<file path="config.mk">
export PLATFORM = sky130hd
export DESIGN_NAME = tetris_input_sched_flat
export DESIGN_NICKNAME = d
export VERILOG_FILES = /design/src/rtl/tetris_input_sched_if.sv /design/src/rtl/tetris_input_sched.sv /design/src/flat_wrapper.sv
export SDC_FILE = /design/constraint.sdc
export NUM_CORES = 1
export LEC_CHECK = 0
export ABC_AREA = 0
export CORE_ASPECT_RATIO = 1.5
export CORE_MARGIN = 2
export CORE_UTILIZATION = 45
export CTS_BUF_LIST = sky130_fd_sc_hd__clkbuf_16
export DETAILED_ROUTE_END_ITERATION = 6
export SYNTH_ARGS = -nofsm -noshare
export SYNTH_HDL_FRONTEND = slang
export SYNTH_SLANG_ARGS = --single-unit
</file>
<file path="constraint.sdc">
create_clock -name clk -period 1.9 [get_ports clk]
set_input_delay 0.38 -clock clk [delete_from_list [all_inputs] [get_ports clk]]
set_output_delay 0.38 -clock clk [all_outputs]
set_load 0.02 [all_outputs]
</file>
<file path="src/rtl/tetris_input_sched_if.sv">
// tetris_input_sched_if: valid/ready command port from the input scheduler to the game engine.
interface tetris_input_sched_if;
    logic       cmd_valid;
    logic       cmd_ready;
    logic [2:0] cmd_code;
    modport master (output cmd_valid, output cmd_code, input cmd_ready);
    modport slave (input cmd_valid, input cmd_code, output cmd_ready);
endinterface

</file>
<file path="src/rtl/tetris_input_sched.sv">
// tetris_input_sched: edge detect, DAS/ARR auto-repeat and fixed-priority arbitration
// of five button levels onto one valid/ready command stream.
module tetris_input_sched #(
    parameter int DAS_TICKS = 16,
    parameter int ARR_TICKS = 4,
    parameter int CNT_W     = 8
) (
    input  logic                        clk,
    input  logic                        rst,
    input  logic                        i_tick,
    input  logic                        i_enable,
    input  logic [4:0]                  i_btn_lvl,
    tetris_input_sched_if.master        cmd
);
    typedef enum logic [1:0] {IDLE, DELAY, REPEAT} rep_st_t;

    localparam logic [CNT_W-1:0] DAS_LAST = CNT_W'(DAS_TICKS - 1);
    localparam logic [CNT_W-1:0] ARR_LAST = CNT_W'(ARR_TICKS - 1);

    logic [4:0]       r_prev;
    logic [4:0]       r_req;
    logic             r_valid;
    logic [2:0]       r_code;
    rep_st_t          r_st [3];
    logic [CNT_W-1:0] r_cnt [3];

    rep_st_t          w_st_nx [3];
    logic [CNT_W-1:0] w_cnt_nx [3];
    logic [4:0]       w_rise;
    logic [2:0]       w_fire;
    logic [2:0]       w_kill;
    logic [4:0]       w_grant;
    logic [2:0]       w_code;
    logic [4:0]       w_set;
    logic [4:0]       w_clr;
    logic             w_load;
    logic             w_take;

    assign w_rise = i_btn_lvl & ~r_prev;
    // A fresh press on one horizontal direction cancels the opposite one;
    // simultaneous presses of both leave each to its own rise.
    assign w_kill = {1'b0, w_rise[0] & ~w_rise[1], w_rise[1] & ~w_rise[0]};

    always_comb begin
        w_st_nx  = r_st;
        w_cnt_nx = r_cnt;
        w_fire   = '0;
        for (int k = 0; k < 3; k++) begin
            if (!i_btn_lvl[k] || !i_enable || w_kill[k]) begin
                w_st_nx[k]  = IDLE;
                w_cnt_nx[k] = '0;
            end else if (w_rise[k]) begin
                w_st_nx[k]  = DELAY;
                w_cnt_nx[k] = '0;
            end else if (i_tick && r_st[k] == DELAY) begin
                w_fire[k]   = (r_cnt[k] == DAS_LAST);
                w_st_nx[k]  = w_fire[k] ? REPEAT : DELAY;
                w_cnt_nx[k] = w_fire[k] ? '0 : r_cnt[k] + 1'b1;
            end else if (i_tick && r_st[k] == REPEAT) begin
                w_fire[k]   = (r_cnt[k] == ARR_LAST);
                w_cnt_nx[k] = w_fire[k] ? '0 : r_cnt[k] + 1'b1;
            end
        end
    end

    always_comb begin
        w_grant = '0;
        w_code  = 3'd0;
        if (r_req[4]) begin
            w_grant = 5'b10000;
            w_code  = 3'd5;
        end else if (r_req[3]) begin
            w_grant = 5'b01000;
            w_code  = 3'd4;
        end else if (r_req[0]) begin
            w_grant = 5'b00001;
            w_code  = 3'd1;
        end else if (r_req[1]) begin
            w_grant = 5'b00010;
            w_code  = 3'd2;
        end else if (r_req[2]) begin
            w_grant = 5'b00100;
            w_code  = 3'd3;
        end
    end

    assign w_load = ~r_valid | cmd.cmd_ready;
    assign w_take = w_load & i_enable & (|r_req);
    assign w_set  = {w_rise[4:3], w_rise[2:0] | w_fire} & {5{i_enable}};
    assign w_clr  = ({5{w_take}} & w_grant) | {2'b00, w_kill};

    always_ff @(posedge clk) begin
        r_prev <= i_btn_lvl;
        if (rst) begin
            r_req   <= '0;
            r_valid <= 1'b0;
            r_code  <= 3'd0;
            for (int k = 0; k < 3; k++) begin
                r_st[k]  <= IDLE;
                r_cnt[k] <= '0;
            end
        end else begin
            // Set takes precedence so a press landing on its own grant is not lost.
            r_req <= i_enable ? ((r_req & ~w_clr) | w_set) : '0;
            for (int k = 0; k < 3; k++) begin
                r_st[k]  <= w_st_nx[k];
                r_cnt[k] <= w_cnt_nx[k];
            end
            if (w_load) begin
                r_valid <= w_take;
                r_code  <= w_take ? w_code : 3'd0;
            end
        end
    end

    assign cmd.cmd_valid = r_valid;
    assign cmd.cmd_code  = r_code;
endmodule

</file>
<file path="src/flat_wrapper.sv">
// flat-port wrapper written by rule: the top's interface ports become plain ports
module tetris_input_sched_flat 
#(
    parameter int DAS_TICKS = 16,
    parameter int ARR_TICKS = 4,
    parameter int CNT_W     = 8
)
  (clk, rst, i_tick, i_enable, i_btn_lvl, cmd_cmd_valid, cmd_cmd_code, cmd_cmd_ready);
  tetris_input_sched_if cmd_i ();
  input  logic clk;
  input  logic rst;
  input  logic i_tick;
  input  logic i_enable;
  input  logic [4:0] i_btn_lvl;
  output wire logic [$bits(cmd_i.cmd_valid)-1:0] cmd_cmd_valid;
  output wire logic [$bits(cmd_i.cmd_code)-1:0] cmd_cmd_code;
  input wire logic [$bits(cmd_i.cmd_ready)-1:0] cmd_cmd_ready;
  assign cmd_cmd_valid = cmd_i.cmd_valid;
  assign cmd_cmd_code = cmd_i.cmd_code;
  assign cmd_i.cmd_ready = cmd_cmd_ready;
  tetris_input_sched #(.DAS_TICKS(DAS_TICKS), .ARR_TICKS(ARR_TICKS), .CNT_W(CNT_W)) u_core (.clk(clk), .rst(rst), .i_tick(i_tick), .i_enable(i_enable), .i_btn_lvl(i_btn_lvl), .cmd(cmd_i));
endmodule
</file>
-- After elaboration in Yosys (flattened, before gate mapping)
Index checks and enable logic that the tools add are counted.
- memories: 0
- ROM bits: 0
- latch bits: 0
- register bits after elaboration: 44
- memory bits (writable): 0
- div/mod/pow operators: 0
- equality and inequality tests: 12
- order comparisons: 0
- shift-type cells: 0
- muxes and demuxes: 44
- bitwise logic cells: 18
- multipliers: 0
- reduce and logical (&&, ||, !) cells: 29
- add/sub/neg operators: 3
- operator list (kind ; number):
    $mux W8 ; 12
    $add A8 B1 Y8 const B ; 3
    $eq A8 B2 Y1 const B ; 3
    $eq A8 B4 Y1 const B ; 3
    $and A5 B5 Y5 ; 4
    $mux W5 ; 4
    $mux W1 ; 18
    $mux W3 ; 6
    $reduce_bool A2 Y1 ; 6
    $not A5 Y5 ; 2
    $reduce_or A3 Y1 ; 3
    $mux W2 ; 4
    $reduce_or A2 Y1 ; 4
    $eq A2 B1 Y1 const B ; 3
    $eq A2 B2 Y1 const B ; 3
    $logic_and A1 B1 Y1 ; 6
    $logic_or A1 B1 Y1 ; 5
    $or A5 B2 Y5 ; 1
    $or A5 B5 Y5 ; 1
    $reduce_or A5 Y1 ; 1
    $and A1 B1 Y1 ; 4
    $logic_not A1 Y1 ; 4
    $not A1 Y1 ; 4
    $or A3 B3 Y3 ; 1
    $or A1 B1 Y1 ; 1

-- Longest topological paths before layout
Gate-level depths: netlist of run 1.
- depth after elaboration: 10
- mapped depth: 5

-- Worst setup path before layout of run 1
Ideal clock, no wire load.
- path type: reg2reg
- start: register u_core.r_cnt[20] (netlist bit)
- end: register u_core.r_req[0]
- buffers on the path: 0
- arrival: 1564 ps
- setup slack: 262 ps
- clock period less this slack: 1638 ps
- setup time: 74 ps
- cell stages (with the launch flop): 4
- required time: 1826 ps
- cell sequence: dfxtp_1 -> or4_1 -> or4_1 -> a31oi_1
- cells in the longest elaborated chain, start to end: 8
- ends and longest elaborated chain (item ; line ; text):
    start: declaration ; tetris_input_sched.sv:25 ; logic [CNT_W-1:0] r_cnt [3];
    start signal: indexed assignment ; tetris_input_sched.sv:107 ; r_cnt[k] <= w_cnt_nx[k];
    $eq A8 B2 Y1 ; tetris_input_sched.sv:60 ; w_fire[k] = (r_cnt[k] == ARR_LAST);
    $mux W1 ; tetris_input_sched.sv:59 ; end else if (i_tick && r_st[k] == REPEAT) begin
    $mux W1 (*) ; tetris_input_sched.sv:55 ; end else if (i_tick && r_st[k] == DELAY) begin
    $mux W1 (*) ; tetris_input_sched.sv:52 ; end else if (w_rise[k]) begin
    $mux W1 (*) ; tetris_input_sched.sv:49 ; if (!i_btn_lvl[k] || !i_enable || w_kill[k]) begin
    $or A3 B3 Y3 (*) ; tetris_input_sched.sv:89 ; assign w_set = {w_rise[4:3], w_rise[2:0] | w_fire} & {5{i_enable}};
    $and A5 B5 Y5 (*) ; tetris_input_sched.sv:89 ;
    $or A5 B5 Y5 (*) ; tetris_input_sched.sv:104 ; r_req <= i_enable ? ((r_req & ~w_clr) | w_set) : '0;
    end signal: assignment ; tetris_input_sched.sv:104 ;
    end: declaration ; tetris_input_sched.sv:21 ; logic [4:0] r_req;
Mark *: on every way between the ends. The rest lies on a longest branch, timed or not.
A chain may end at the register's enable or synchronous reset.

-- Worst setup path after layout of run 1
Same ends and word-level chain as after synthesis.

==> results of run 1 <==
-- worst min-delay path: stages (launching register included) --
cell and delay [ns]:
dfxtp_1 0.31, nand2_1 0.05, a21oi_1 0.05
-- registers in the layout (all words and copies together), names as in the netlist --
name and count:
u_core.r_st 6, u_core.r_cnt 24, u_core.cmd.cmd_code 3, u_core.cmd.cmd_valid 1, u_core.r_prev 5, u_core.r_req 5
-- kinds of logic (layout without fill, tap and decap cells) --
family	count (synthesis)	in the layout
adders and majority gates	3	3
AOI/OAI and AO/OA	40	40
buffers and inverters	9	46
muxes	3	3
and+or+nand+nor	116	116
DFF	44	44
xor gates and xnor gates	21	21
-- cell usage after synthesis (all sizes together), types with 4 or more instances --
cell | count | area [um^2]
and2 | 5 | 31.3
clkbuf | 4 | 15.0
xnor2 | 6 | 52.6
nor2 | 30 | 113
nand2 | 19 | 71.3
a21oi | 16 | 80.1
nand3 | 11 | 60.1
dfxtp | 44 | 881
nor2b | 4 | 25.0
and3 | 4 | 25.0
or4 | 4 | 33.8
o21ai | 6 | 30.0
inv | 5 | 18.8
xor2 | 15 | 139
nor3 | 4 | 20.0
nand4 | 13 | 81.3
nand2b | 8 | 50.1
-- cell type report --
cell class / count / area [um^2] / area share [%]
Multi-Input combinational cell: 183 / 1140 / 44.2
Sequential cell: 44 / 881 / 34.0
Timing Repair Buffer: 34 / 300 / 11.6
Clock buffer: 5 / 125 / 4.83
Clock inverter: 2 / 60.1 / 2.32
Tap cell: 48 / 60.1 / 2.32
Inverter: 5 / 18.8 / 0.725
-- final timing paths --
path,to,slack [ns],cells past startpoint,startpoint
min,u_core.cmd.cmd_code[2],0.45,2,u_core.cmd.cmd_code[2]
max reg2reg,u_core.r_req[0],0.16,3,u_core.r_cnt[20]
min reg2reg,u_core.cmd.cmd_code[2],0.45,2,u_core.cmd.cmd_code[2]
max,u_core.r_req[0],0.16,3,u_core.r_cnt[20]
-- power groups by stage --
| stage | registers, mW | logic (mW) | clock network, mW |
|---|---|---|---|
| 2_1_floorplan | 0.968 | 0.0520 | 0 |
| 3_3_place_gp | 0.968 | 0.120 | 0 |
| 3_5_place_dp | 0.968 | 0.120 | 0 |
| 4_1_cts | 0.947 | 0.121 | 1.11 |
| 5_1_grt | 0.948 | 0.134 | 1.15 |
| 6_report | 0.947 | 0.120 | 1.08 |
-- metal layers --
metal  vias up  share of wire (%)  global-route usage [%]
met4         0                1.6                    7.23
met5         -                  0                       0
met1       793                 45                    20.4
li1        919                  -                       -
met2        16                 51                    31.9
met3         6                2.5                    4.48
==> results.ini, run 1 <==
[power]
p_seq_share_pct = 44.1
p_sw_share_pct = 18.8
powerDensity_nw_per_um2 = 830
p_int_mw = 1.75
power_mw = 2.15
p_switching_mw = 0.403
p_leak_nw = 0.939
ir_worst_vdd_mv = 0.462
pwr-share-comb_pct = 5.6
p_clk_share_pct = 50.3

[clock_network]
clkTransAtPathRegs_ns = 0.06
clk_latency_ns = 0.28
htree_levels = 2
clockBufferDepth = 2
hold_buffers = 0
cts_setup_buffers = 0
post_cts_resized = 0
root_buffer = clkbuf_16
cts_buffers = 5
tritoncts = yes
clock-sinks = 44

[floorplan]
die_area_um2 = 5130
initial_utilization_pct = 46.0
rows = 30
die_h_um = 86.7
ioPinCount = 14
dieWidth_um = 59.2
coreArea_um2 = 4470

[logic_synthesis]
muxShareOfSynthArea_pct = 1.46
yosys.area_share.simple_pct = 30.1
synth_top_flop_cell = dfxtp_1
yosysWarnings = 0
synth-compound-area-share_pct = 12.7
synth-edff-count = 0
synth-xor-area-share_pct = 9.32
synth_top_family_by_area = simple AND/OR/NAND/NOR gates
syn_inst = 236
syn_area_per_cell_um2 = 8.70
ys_seq_area_share_pct = 42.9
ys_types = 41
synthAdderAreaFrac_pct = 1.83
async_reset_ff_share_pct = 0
synth.net_count = 249
netlist_area_um2 = 2050
synth-seq-cells = 44

[global_routing]
grt_pass1_wl_mm = 7.23
grt_pass1_vias = 1690
grt_max_degree = 14
antenna_found_initial = 0
track_usage_pct = 18.1
grt-ovfl-total = 0

[placed_design]
detailed_place.area_um2 = 2400
io_buffers = 13
gp_congestion = 0.810
place_inst = 314
post-dp-hpwl_mm = 2.99
place_ws_ns = -0.131

[sta]
fin_crit_ns = 1.74
finalSetupViolations = 0
rsz0062_at_grt = no
slew-limit-headroom_pct = 62.4
worstMarginPinSlew_ns = 0.560
drv_slew = 0
final.setup_skew_ns = 0.00453
max_freq_mhz = 576
layout_setup_ws_ns = 0.164
timing.hold.ws_ns = 0.446
finalSetupTns_ns = 0
fin_crit_sh_pct = 91.4
hold_viol = 0

[route]
vias_per_cell = 5.40
wl_mm = 4.05
dr.pass1.iters = 4
detailedRoute.firstIterationViolations = 59
vias = 1734
ant_nets = 0
avgRoutedWirePerCell_um = 12.6
drc = 0

[setup_path]
cp-start-kind = register
worst-path-max-fanout = 5
end_kind = register
critPathTopFamily = simple AND/OR/NAND/NOR gates
timing.critical_path.mode_cell = or4_1
worstSetupPathType = reg2reg
worstPathRequired_ns = 2.11
crit_arrival_ns = 1.95
critPathMaxStageDelay_ns = 0.64
cp_slowest_cell = or4_1
path_buf_inv = 0
crit_chain = or4_1 -> or4_1 -> a31oi_1

[run]
cap_violations = 0

[final_layout]
area_growth_pct = 26.1
fin_util_pct = 58.0
mostFrequentLayoutCell = dfxtp_1
layout_common_cells = dfxtp_1 (44), nor2_1 (30), buf_4 (20)
fin_cells = 321
fin_area_um2 = 2590
num_antenna_cells = 0
nets = 286
nFillCells = 409
drive_gt1_share_pct = 13.2

[outcome]
status = complete, no violations

[worst_hold_path]
hold_path_class = reg2reg

Power figures use the tool's default switching activity.
==> inputs of run 2 (changes only) <==
--- a/config.mk
+++ b/config.mk
@@ -10,6 +10,7 @@
 export CORE_MARGIN = 2
 export CORE_UTILIZATION = 45
 export CTS_BUF_LIST = sky130_fd_sc_hd__clkbuf_16
+export CTS_CLUSTER_DIAMETER = 30
 export DETAILED_ROUTE_END_ITERATION = 6
 export SYNTH_ARGS = -nofsm -noshare
 export SYNTH_HDL_FRONTEND = slang
==> results of run 2 <==
Same layout as run 1: the final DEF is identical, and so are final timing and power.
